==> src/rtl/rvx_spi_target_pkg.sv <==
// Shared definitions for the RVX SPI target: FSM state encoding, synchronizer depth
// and byte width.
package rvx_spi_target_pkg;

  localparam int SYNC_STAGES = 2;
  localparam int BYTE_BITS   = 8;
  localparam int CNT_BITS    = $clog2(BYTE_BITS);

  typedef enum logic {
    ST_IDLE   = 1'b0,
    ST_ACTIVE = 1'b1
  } state_t;

endpackage

==> src/rtl/rvx_spi_target_sync_edge.sv <==
// Multi-flop synchronizer for one asynchronous pin, with a delay register that
// produces one-cycle rise/fall pulses aligned to the synchronized level.
module rvx_sync_edge
  import rvx_spi_target_pkg::*;
#(
  parameter logic RST_VAL = 1'b0
) (
  input  logic clock,
  input  logic reset,
  input  logic d,
  output logic level,
  output logic rise,
  output logic fall
);

  logic [SYNC_STAGES-1:0] sync_q;
  logic                   dly_q;

  always_ff @(posedge clock) begin
    if (reset) begin
      sync_q <= {SYNC_STAGES{RST_VAL}};
      dly_q  <= RST_VAL;
    end else begin
      sync_q <= {sync_q[SYNC_STAGES-2:0], d};
      dly_q  <= sync_q[SYNC_STAGES-1];
    end
  end

  assign level = sync_q[SYNC_STAGES-1];
  assign rise  = level & ~dly_q;
  assign fall  = ~level & dly_q;

endmodule

==> src/rtl/rvx_spi_target.sv <==
// SPI target: oversamples sclk/mosi/cs, deserializes bytes to an rx stream and
// serializes a tx stream onto miso. RVX_SPI_TARGET_STATUS_EN adds over/underrun counters.
module rvx_spi_target
  import rvx_spi_target_pkg::*;
#(
  parameter logic [1:0] SPI_MODE = 2'd0,
  parameter logic [7:0] TX_FILL  = 8'hFF
) (
  input  logic                 clock,
  input  logic                 reset,
  input  logic                 sclk,
  input  logic                 mosi,
  input  logic                 cs,
  output logic                 miso,
  output logic                 miso_oe,
  output logic [BYTE_BITS-1:0] rx_data,
  output logic                 rx_valid,
  input  logic                 rx_ready,
  input  logic [BYTE_BITS-1:0] tx_data,
  input  logic                 tx_valid,
  output logic                 tx_ready,
  output logic                 busy,
`ifdef RVX_SPI_TARGET_STATUS_EN
  input  logic                 status_clear,
  output logic [7:0]           overrun_count,
  output logic [7:0]           underrun_count,
`endif
  output state_t               dbg_state
);

  localparam logic CPOL = SPI_MODE[1];
  localparam logic CPHA = SPI_MODE[0];

  logic sclk_rise, sclk_fall, sclk_level_unused;
  logic mosi_sync, mosi_rise_unused, mosi_fall_unused;
  logic cs_rise, cs_fall, cs_level_unused;

  // cs resets to "low" so a cs held low through reset never looks like a fresh fall.
  rvx_sync_edge #(.RST_VAL(CPOL)) u_sync_sclk (
    .clock(clock), .reset(reset), .d(sclk),
    .level(sclk_level_unused), .rise(sclk_rise), .fall(sclk_fall)
  );
  rvx_sync_edge #(.RST_VAL(1'b0)) u_sync_mosi (
    .clock(clock), .reset(reset), .d(mosi),
    .level(mosi_sync), .rise(mosi_rise_unused), .fall(mosi_fall_unused)
  );
  rvx_sync_edge #(.RST_VAL(1'b0)) u_sync_cs (
    .clock(clock), .reset(reset), .d(cs),
    .level(cs_level_unused), .rise(cs_rise), .fall(cs_fall)
  );

  state_t                state_q;
  logic [CNT_BITS-1:0]   bit_cnt_q;
  logic [BYTE_BITS-1:0]  shift_in_q;
  logic [BYTE_BITS-1:0]  shift_out_q;
  logic [BYTE_BITS-1:0]  rx_data_q;
  logic                  rx_valid_q;
  logic                  tx_ready_q;
  logic                  busy_q;
  logic                  miso_oe_q;

  logic lead_edge, trail_edge, sample_edge, drive_edge;
  logic active_edge_ok, byte_done, load_now;

  always_comb begin
    lead_edge      = CPOL ? sclk_fall : sclk_rise;
    trail_edge     = CPOL ? sclk_rise : sclk_fall;
    sample_edge    = CPHA ? trail_edge : lead_edge;
    drive_edge     = CPHA ? lead_edge : trail_edge;
    // A cs rise in the same cycle as an sclk edge wins; the edge is dropped.
    active_edge_ok = (state_q == ST_ACTIVE) && !cs_rise;
    byte_done      = active_edge_ok && sample_edge && (bit_cnt_q == CNT_BITS'(BYTE_BITS - 1));
    load_now       = ((state_q == ST_IDLE) && cs_fall && !CPHA) ||
                     (active_edge_ok && drive_edge && (bit_cnt_q == '0));
  end

  // rx stream: a byte transfers when rx_valid && rx_ready; new data always overwrites.
  always_ff @(posedge clock) begin
    if (reset) begin
      state_q     <= ST_IDLE;
      bit_cnt_q   <= '0;
      shift_in_q  <= '0;
      shift_out_q <= TX_FILL;
      rx_data_q   <= '0;
      rx_valid_q  <= 1'b0;
      tx_ready_q  <= 1'b0;
      busy_q      <= 1'b0;
      miso_oe_q   <= 1'b0;
    end else begin
      tx_ready_q <= 1'b0;
      if (rx_valid_q && rx_ready) rx_valid_q <= 1'b0;
      if (byte_done) begin
        rx_data_q  <= {shift_in_q[BYTE_BITS-2:0], mosi_sync};
        rx_valid_q <= 1'b1;
      end
      case (state_q)
        ST_IDLE: begin
          if (cs_fall) begin
            state_q   <= ST_ACTIVE;
            busy_q    <= 1'b1;
            miso_oe_q <= 1'b1;
            bit_cnt_q <= '0;
            if (CPHA) shift_out_q <= TX_FILL;
          end
        end
        ST_ACTIVE: begin
          if (cs_rise) begin
            state_q   <= ST_IDLE;
            busy_q    <= 1'b0;
            miso_oe_q <= 1'b0;
            bit_cnt_q <= '0;
          end else if (sample_edge) begin
            shift_in_q <= {shift_in_q[BYTE_BITS-2:0], mosi_sync};
            bit_cnt_q  <= bit_cnt_q + 1'b1;
          end else if (drive_edge && (bit_cnt_q != '0)) begin
            shift_out_q <= {shift_out_q[BYTE_BITS-2:0], 1'b0};
          end
        end
        default: state_q <= ST_IDLE;
      endcase
      // Loads override the CPHA=1 fill preset and the shift above.
      if (load_now) begin
        shift_out_q <= tx_valid ? tx_data : TX_FILL;
        tx_ready_q  <= 1'b1;
      end
    end
  end

`ifdef RVX_SPI_TARGET_STATUS_EN
  logic [7:0] overrun_q, underrun_q;

  always_ff @(posedge clock) begin
    if (reset || status_clear) begin
      overrun_q  <= '0;
      underrun_q <= '0;
    end else begin
      if (byte_done && rx_valid_q && (overrun_q != 8'hFF)) overrun_q <= overrun_q + 8'd1;
      if (load_now && !tx_valid && (underrun_q != 8'hFF)) underrun_q <= underrun_q + 8'd1;
    end
  end

  assign overrun_count  = overrun_q;
  assign underrun_count = underrun_q;
`endif

  assign miso      = miso_oe_q & shift_out_q[BYTE_BITS-1];
  assign miso_oe   = miso_oe_q;
  assign rx_data   = rx_data_q;
  assign rx_valid  = rx_valid_q;
  assign tx_ready  = tx_ready_q;
  assign busy      = busy_q;
  assign dbg_state = state_q;

endmodule

==> config.mk <==
export PLATFORM = sky130hd
export DESIGN_NAME = rvx_spi_target
export DESIGN_NICKNAME = d
export VERILOG_FILES = /design/src/rtl/rvx_spi_target_pkg.sv /design/src/rtl/rvx_spi_target_sync_edge.sv /design/src/rtl/rvx_spi_target.sv
export SDC_FILE = /design/constraint.sdc
export NUM_CORES = 1
export LEC_CHECK = 0
export BUFFER_PORTS_ARGS = -buffer_cell sky130_fd_sc_hd__buf_2
export CAP_MARGIN = 20
export CORE_MARGIN = 5
export CORE_UTILIZATION = 48
export DETAILED_ROUTE_END_ITERATION = 8
export PLACE_DENSITY = 0.73
export SYNTH_ARGS = -nofsm -noshare
export SYNTH_HDL_FRONTEND = slang
export SYNTH_SLANG_ARGS = --single-unit
==> constraint.sdc <==
create_clock -name clock -period 1.5 [get_ports clock]
set_clock_uncertainty 0.2 [all_clocks]
set_input_delay 0.15 -clock clock [delete_from_list [all_inputs] [get_ports clock]]
set_output_delay 0.15 -clock clock [all_outputs]
set_load 0.1 [all_outputs]
* After elaboration in Yosys (flattened, before gate mapping)
Cells that the tools add are included.
** Storage, ports and cells
- Register bits :: 38
- Bits in read-only memories :: 0
- Logic and storage cells :: 69
- Bits in latches :: 0
- Bits in writable memories :: 0
- Memories kept :: 0
- Output and inout port bits :: 14
** Operators by class
- Multipliers :: 0
- Div/mod/pow operators :: 0
- Reduce and logical (&&, ||, !) cells :: 19
- Eq/ne operators :: 6
- Add/sub/neg operators :: 1
- $lt $le $gt $ge :: 0
- Mux-type cells :: 19
- Shifts and indexed selects :: 0
- Bitwise operators :: 11
** Operator list (number)
- 8-bit 2-to-1 mux :: 6
- 3-bit 2-to-1 mux :: 3
- 1-bit logical AND :: 8
- 1-bit 2-to-1 mux :: 7
- 1-bit inverter :: 6
- 3-bit one-hot mux with 2 select lines :: 1
- 2-bit nonzero test :: 3
- 1-bit AND :: 5
- 2-bit by 1-bit inequality test with 1-bit output, second input constant :: 2
- 2-bit inequality test, second input constant :: 2
- 1-bit one-hot mux with 2 select lines :: 2
- 2-bit AND reduction :: 2
- 4-bit AND reduction :: 1
- 3-bit by 1-bit adder with 3-bit output, second input constant :: 1
- 3-bit equality test, second input constant :: 1
- 3-bit zero test :: 1
- 3-bit inequality test, second input constant :: 1
- 3-bit AND reduction :: 1
- 3-bit nonzero test :: 1
- 1-bit zero test :: 1
- 1-bit logical OR :: 1

* Logic depth before layout (Yosys ltp)
Gate-level depths: netlist (run 1).
- Depth after elaboration :: 9
- Mapped depth :: 7
- Gate-level depth less buffers :: 6

* By module
Synthesis (run 1) repeated with hierarchy kept, for this count alone.
** Second synthesis, totals
- Cell total of the unflattened synthesis :: 161
- Area total of the unflattened synthesis :: 1497.7 um^2
** Modules (own cells, without submodules)
- rvx_spi_target :: times used 1, cells an instance 137, area each 1223.7 um^2
- rvx_sync_edge :: times used 3, cells an instance 8, area each 91.3 um^2

* Worst setup path before layout (run 1)
OpenSTA, ideal clock, no wires.
- Kind :: flip-flop to flip-flop
- From :: register state_q, in the netlist dbg_state
- To :: register shift_out_q[1]
- Slack :: -764 ps
- Stages on the path, launching flop included :: 6
- Arrival :: 1944 ps
- Path buffers :: 1
- Cells stage by stage :: dfxtp_1 -> buf_2 -> nor3b_2 -> a31oi_4 -> mux2i_1 -> o21ai_1
** Between the ends
- Cells in the longest elaborated chain, start to end :: 6
- Elaborated cells between the ends (all ways) :: 12
- Classes of those cells :: eq/ne (2); mux (1); bitwise (1); reduce/logical (8)
** Ends and longest elaborated chain
- start, declared :: RTL line rvx_spi_target.sv:52 : state_t state_q;
- start signal, assigned :: RTL line rvx_spi_target.sv:80 : state_q <= ST_IDLE;
- start signal, assigned :: RTL line rvx_spi_target.sv:99 : state_q <= ST_ACTIVE;
- start signal, assigned :: RTL line rvx_spi_target.sv:108 : state_q <= ST_IDLE;
- 1-bit logical AND :: RTL line rvx_spi_target.sv:71 : active_edge_ok = (state_q == ST_ACTIVE) && !cs_rise;
- 1-bit logical AND (2 in series) :: RTL line rvx_spi_target.sv:74 : (active_edge_ok && drive_edge && (bit_cnt_q == '0));
- 1-bit logical OR :: RTL line rvx_spi_target.sv:73 : load_now = ((state_q == ST_IDLE) && cs_fall && !CPHA) ||
- 2-bit by 1-bit inequality test with 1-bit output (no line) / 2-bit nonzero test (equally long branches)
- 4-bit AND reduction (no line)
- end signal, assigned :: RTL line rvx_spi_target.sv:116 : shift_out_q <= {shift_out_q[BYTE_BITS-2:0], 1'b0};
- end signal, assigned :: RTL line rvx_spi_target.sv:123 : shift_out_q <= tx_valid ? tx_data : TX_FILL;
- end, declared :: RTL line rvx_spi_target.sv:55 : logic [BYTE_BITS-1:0] shift_out_q;
Several ways; a longest one is shown, not always the timed one.
A chain may end at the register's enable or synchronous reset.

* Final worst setup path (run 1)
- From :: register bit_cnt_q[0]
- To :: register shift_out_q[4]
** Between the ends
- Cells in the longest elaborated chain, start to end :: 5
- Elaborated cells between the ends (all ways) :: 11
- Classes of those cells :: eq/ne (2); mux (1); reduce/logical (8)
** Ends and longest elaborated chain
- start, declared :: RTL line rvx_spi_target.sv:53 : logic [CNT_BITS-1:0] bit_cnt_q;
- start signal, assigned :: RTL line rvx_spi_target.sv:114 : bit_cnt_q <= bit_cnt_q + 1'b1;
- 3-bit zero test :: RTL line rvx_spi_target.sv:74
- 1-bit logical AND :: RTL line rvx_spi_target.sv:74
- 1-bit logical OR :: RTL line rvx_spi_target.sv:73
- 2-bit by 1-bit inequality test with 1-bit output (no line) / 2-bit nonzero test (equally long branches)
- 4-bit AND reduction (no line)
Several ways; a longest one is shown, not always the timed one.

==> impl_metrics.tcl, run 1 <==
set metrics [dict create \
    grt_setup_unrepaired "yes" \
    synth-edff-count 0 \
    clk_latency_ps 350 \
    area_growth_pct 43.0 \
    rr_endpoint "shift_out_q[4]" \
    dr.pass1.iters 4 \
    ctsHoldBuffers 17 \
    antenna_found_initial 0 \
    ys_warn_count 0 \
    synth_flop_cell "dfxtp_1" \
    syn-num-nets 187 \
    timing.rr.start "bit_cnt_q[0]" \
    io_pins 29 \
    max_slew.worst_pin.slew_ps 895 \
    total_leakage_power_nw 0.884 \
    clk_pin_slew_ps 120 \
    finalSetupViolations 19 \
    cp_cell_sequence "inv_2 -> ha_2 -> and4bb_1 -> a31oi_4 -> buf_12 -> mux2i_2 -> o21ai_1" \
    htreeDepth 2 \
    required_ps 1550 \
    hold_path.class "input pin to flop" \
    max_slew_margin 0.403 \
    drv_slew 0 \
    post-place-ws_ps -152 \
    pwr_density_cell_nw_per_um2 862 \
    synth_commonest_cells "dfxtp_1, a21oi_1, nand2_1" \
    start_util 0.497 \
    gp_congestion 0.840 \
    grt_use_total 0.176 \
    cp_top_family "flip-flops" \
    grt_pass1_vias 1353 \
    final_nets 243 \
    die_w_um 66.2 \
    synth_top_area_frac 0.501 \
    total_power_mw 1.87 \
    post-synth-top-area-cell "dfxtp_1" \
    netlist_instances 169 \
    violations "negative hold slack, negative setup slack" \
    vias_per_cell 5.00 \
    slowest_delay_ps 350 \
    syn_area_um2 1520 \
    vias 1349 \
    synth-seq-cells 38 \
    fmax_mhz 617 \
    ir_drop_mv 0.539 \
    synth_cell_types 25 \
    yosysMostFrequentCell "dfxtp_1" \
    synthTopCellsByArea "dfxtp_1, a21oi_1, nand2_1, mux2i_1, nand2b_1" \
    ant_nets 0 \
    drc 0 \
    wirelength_mm 3.42 \
    dieHeight_um 66.2 \
    setup.worst_path.start_class "flop" \
    cts_buffers 5 \
    drive_above_1_share 0.310 \
    syn_area_per_cell_um2 8.98 \
    hold_viol 10 \
    dp_hpwl_mm 2.15 \
    clockBufferDepth 2 \
    diodes 0 \
    grt_pass1_wl_mm 5.90 \
    setup_ws_ps -122 \
    ff2ff_setup_slack_ps -120 \
    numPortBuffers 28 \
    grt_max_degree 25 \
    synthArstFlopShare 0 \
    endpoint_kind "flop" \
    wl_per_cell_um 12.7 \
    hold_slack_ps -62.2 \
    postCtsSetupBuffers 0 \
    cts_root_buf "clkbuf_4" \
    overflow 0 \
    die_area_um2 4390 \
    drt-initial-drc-count 56 \
    reg2reg_depth 7 \
    clock-sinks 38 \
    critPathSlowestCell "dfxtp_2" \
    cp_num_cells 7 \
    final.period_utilization 1.08 \
    seq_area_frac_synth 0.501 \
    final_util 0.711 \
    maxCapViolations 0 \
    critical_path_class "flop to flop" \
    core_area_um2 3050 \
    cp.buffers_inverters 2 \
    fin_crit_ps 1620 \
    crit_end "shift_out_q[4]" \
    worstPathArrival_ps 1670 \
    crit_path_start "bit_cnt_q[0]" \
    crit_fanout 9 \
    cts_tree "done" \
    fp-row-count 20 \
    status "finished with violations" \
]
-- sequential cells by signal, summed over array words and instances (netlist names) --
signal and flops:
u_sync_sclk.dly_q 1, u_sync_cs.dly_q 1, rx_data 8, u_sync_sclk.sync_q 2
bit_cnt_q 3, miso_oe 1, shift_in_q 7, dbg_state 1
u_sync_cs.sync_q 2, tx_ready 1, rx_valid 1, u_sync_mosi.sync_q 2
shift_out_q 8
-- metrics by stage --
stage               TNS [ps]  cells  cell area (µm²)
floorplan              -1410    169             1580
CTS                    -2830    270             2130
finish                 -1050    270             2170
global route           -3250    270             2170
global placement        -749    245             1880
detailed placement     -1100    245             1880
-- layer usage --
layer | track usage | wire, µm
met1 | 0.178 | 1400
met2 | 0.318 | 1740
met3 | 0.0629 | 205
met4 | 0.0761 | 78
met5 | 0 | 0
-- tightest hold or removal path, delay by kind of cell --
family	cells	cell delay, ps
AOI/OAI and AO/OA	1	50
buffers and inverters	2	240
-- cell usage in the layout (no fill, tap or decap), types with 2 or more instances in the layout --
cell and instances:
mux2i_1 6, o21ai_1 8, dfxtp_1 33, nand2b_1 9
a21oi_1 27, nor2b_1 10, buf_6 2, clkbuf_4 11
ha_2 2, dlygate4sd3_1 16, a32oi_1 2, nand3_1 9
inv_1 3, buf_2 18, buf_12 6, dfxtp_2 4
nor2_1 5, nand2_1 24, buf_4 11
-- cell type report --
class                           instances  area, µm²
Clock buffer                            6       51.3
Inverter                                4       15.0
Fill cell                             246        883
Timing Repair Buffer                   60        533
Sequential cell                        38        769
Clock inverter                          2       12.5
Multi-Input combinational cell        116        733
Tap cell                               44       55.1
-- how the worst min path moves through the flow --
stage | startpoint | end | slack, ps | cells past startpoint
final | reset | rx_data[1] | -60 | 3
after global routing | reset | rx_data[1] | -80 | 3
after CTS | reset | shift_in_q[3] | -80 | 3
after detailed placement | cs | u_sync_cs.sync_q[0] | 170 | 2
after global placement | cs | u_sync_cs.sync_q[0] | 160 | 2
after floorplan | cs | u_sync_cs.sync_q[0] | 80 | 1
-- report_power, final --
part	internal (mW)	switching, mW
Clock	0.225	0.332
Sequential	1.03	0.0153
Combinational	0.118	0.150
-- kinds of logic (layout without fill, tap and decap cells) --
logic type / count (synthesis) / in the layout / synth area share
buffers and inverters: 15 / 72 / 0.0495
multiplexers: 7 / 7 / 0.0462
AO/OA/AOI/OAI: 41 / 41 / 0.158
AND/OR/NAND/NOR: 65 / 65 / 0.220
adder cells (fa/ha/maj): 3 / 3 / 0.0247
flip-flops: 38 / 38 / 0.501
-- repair_timing --
action	in CTS	in global routing
endpoints found under the hold margin	35	9
gates cloned	0	0
pin swaps	1	1
endpoints found under the setup margin	23	41
resized for setup	7	13
(Power assumes the default switching activity.)
==> inputs of run 2 (changes only) <==
CORE_UTILIZATION = 35   (was 48)
PLACE_DENSITY = unset   (was 0.73)
SLEW_MARGIN = 20   (was unset)
TNS_END_PERCENT = 100   (was unset)
==> run 2 against run 1 <==
The flow finishes with violations (negative setup slack). Clock power up 25%. Hold slack gained 83 ps. Fmax is 2.5% lower. Largest cell class unchanged. First-iteration DRC count down 1.8%. Sequential power about the same. Critical endpoint is now shift_out_q[7].
==> impl_metrics.tcl, run 2 (synthesis results as in run 1) <==
set metrics [dict create \
    status "finished with violations" \
    violations "negative setup slack" \
    clockBufferDepth 2 \
    clk_latency_ps 280 \
    max_slew.worst_pin.slew_ps 490 \
    vias_per_cell 4.59 \
    overflow 0 \
    critPathSlowestCell "dfxtp_2" \
    setup.worst_path.start_class "flop" \
    grt_use_total 0.116 \
    ant_nets 0 \
    fillers 428 \
    hold_path.class "input pin to flop" \
    setup_ws_ps -163 \
    drt-initial-drc-count 55 \
    numPortBuffers 28 \
    core_area_um2 4290 \
    endpoint_kind "flop" \
    cp.buffers_inverters 2 \
    dp_hpwl_mm 2.06 \
    gp_congestion 0.718 \
    mostFrequentLayoutCells "dfxtp_1, a21oi_1, buf_2" \
    grt_pass1_vias 1187 \
    die_w_um 75.9 \
    hold_slack_ps 20.7 \
    die_area_um2 5750 \
    wl_per_cell_um 11.2 \
    htreeDepth 2 \
    vias 1235 \
    hold_viol 0 \
    diodes 0 \
    cp_top_family "flip-flops" \
    dieHeight_um 75.9 \
    fin_tns_setup_ps -1300 \
    max_slew_margin 0.676 \
    drc 0 \
    drv_slew 0 \
    cts_buffers 5 \
    grt_max_degree 24 \
    final_nets 234 \
    final_util 0.483 \
    maxCapViolations 0 \
    area_growth_pct 36.7 \
    grt_setup_unrepaired "yes" \
    total_leakage_power_nw 0.847 \
    grt_pass1_wl_mm 5.10 \
    drive_above_1_share 0.341 \
    cp_cell_sequence "inv_2 -> ha_2 -> and4bb_1 -> a31oi_4 -> buf_12 -> mux2i_2 -> o21ai_1" \
    final.period_utilization 1.11 \
    wirelength_mm 3.01 \
    clock-sinks 38 \
    seqCellArea_um2 771 \
    ir_drop_mv 0.487 \
    io_pins 29 \
    multi_input_area_um2 744 \
    worstPathArrival_ps 1640 \
    finalSetupViolations 16 \
    dr.pass1.iters 4 \
    clk_pin_slew_ps 70 \
    start_util 0.353 \
    antenna_found_initial 0 \
    fmax_mhz 601 \
    slowest_delay_ps 330 \
    final_common_cell "dfxtp_1" \
    required_ps 1470 \
    crit_fanout 8 \
    pwr_density_cell_nw_per_um2 955 \
    cts_tree "done" \
    fp-row-count 24 \
    cts_root_buf "clkbuf_8" \
    fin_crit_ps 1660 \
    critical_path_class "flop to flop" \
]
==> run 2: cell count changes in the layout (fill, tap and decap cells not counted), moves of 2 or more <==
cell	change
buf_2	+8
dlygate4sd3_1	-11
buf_12	-2
clkbuf_8	+5
buf_4	+3
clkbuf_4	-11
==> run 2: cell type report <==
type                    count  share of cell area
multi-input cells         116               0.359
flip-flops and latches     38               0.372
clock inverters             1             0.00241
well taps                  52              0.0314
repair buffers             51               0.187
inverters                   4             0.00724
clock buffers               7              0.0416
==> run 2: through the flow <==
step / cells / setup WS, ps / area [µm²] / power [mW]
6_report: 269 / -163 / 2070 / 1.98
5_1_grt: 269 / -248 / 2070 / 2.07
4_1_cts: 268 / -145 / 2030 / 2.01
3_5_place_dp: 254 / -170 / 1870 / 1.29
3_3_place_gp: 254 / -112 / 1870 / 1.28
2_1_floorplan: 169 / -161 / 1580 / 1.22
==> run 2: timing repair <==
| item | in CTS | in global routing |
|---|---|---|
| hold buffers | 5 | 0 |
| gates cloned | 0 | 0 |
| endpoints found under the hold margin | 5 | 0 |
| setup buffers | 2 | 1 |
| gates resized for setup | 5 | 9 |
| pin swaps | 3 | 2 |
| setup endpoints to repair | 23 | 27 |
==> run 2: final timing paths <==
check                                    startpoint             endpoint  slack [ps]  cells after the start
worst max-delay path                   bit_cnt_q[0]       shift_out_q[7]        -160                      7
worst min-delay path                     tx_data[2]       shift_out_q[2]          20                      4
worst max register to register         bit_cnt_q[0]       shift_out_q[7]        -160                      7
worst min register to register  u_sync_cs.sync_q[0]  u_sync_cs.sync_q[1]         240                      1
==> run 2: tightest hold or removal path: stages <==
cell      delay (ps)
buf_2             70
nand2b_1          90
mux2i_1           60
o21ai_1          100
==> run 2: power breakdown <==
part / switching, mW / total, mW / internal, mW / leakage, nW
Combinational: 0.142 / 0.235 / 0.0929 / 0.487
Clock: 0.329 / 0.699 / 0.370 / 0.0482
Sequential: 0.0168 / 1.05 / 1.03 / 0.312
==> run 2: routing by layer <==
layer | part of all wire | up-vias | routed length [µm] | GRT usage
li1 | - | 662 | - | -
met3 | 0.057 | 5 | 172 | 0.0369
met5 | 0 | - | 0 | 0
met2 | 0.47 | 31 | 1410 | 0.197
met1 | 0.46 | 537 | 1400 | 0.137
met4 | 0.0096 | 0 | 29 | 0.0408
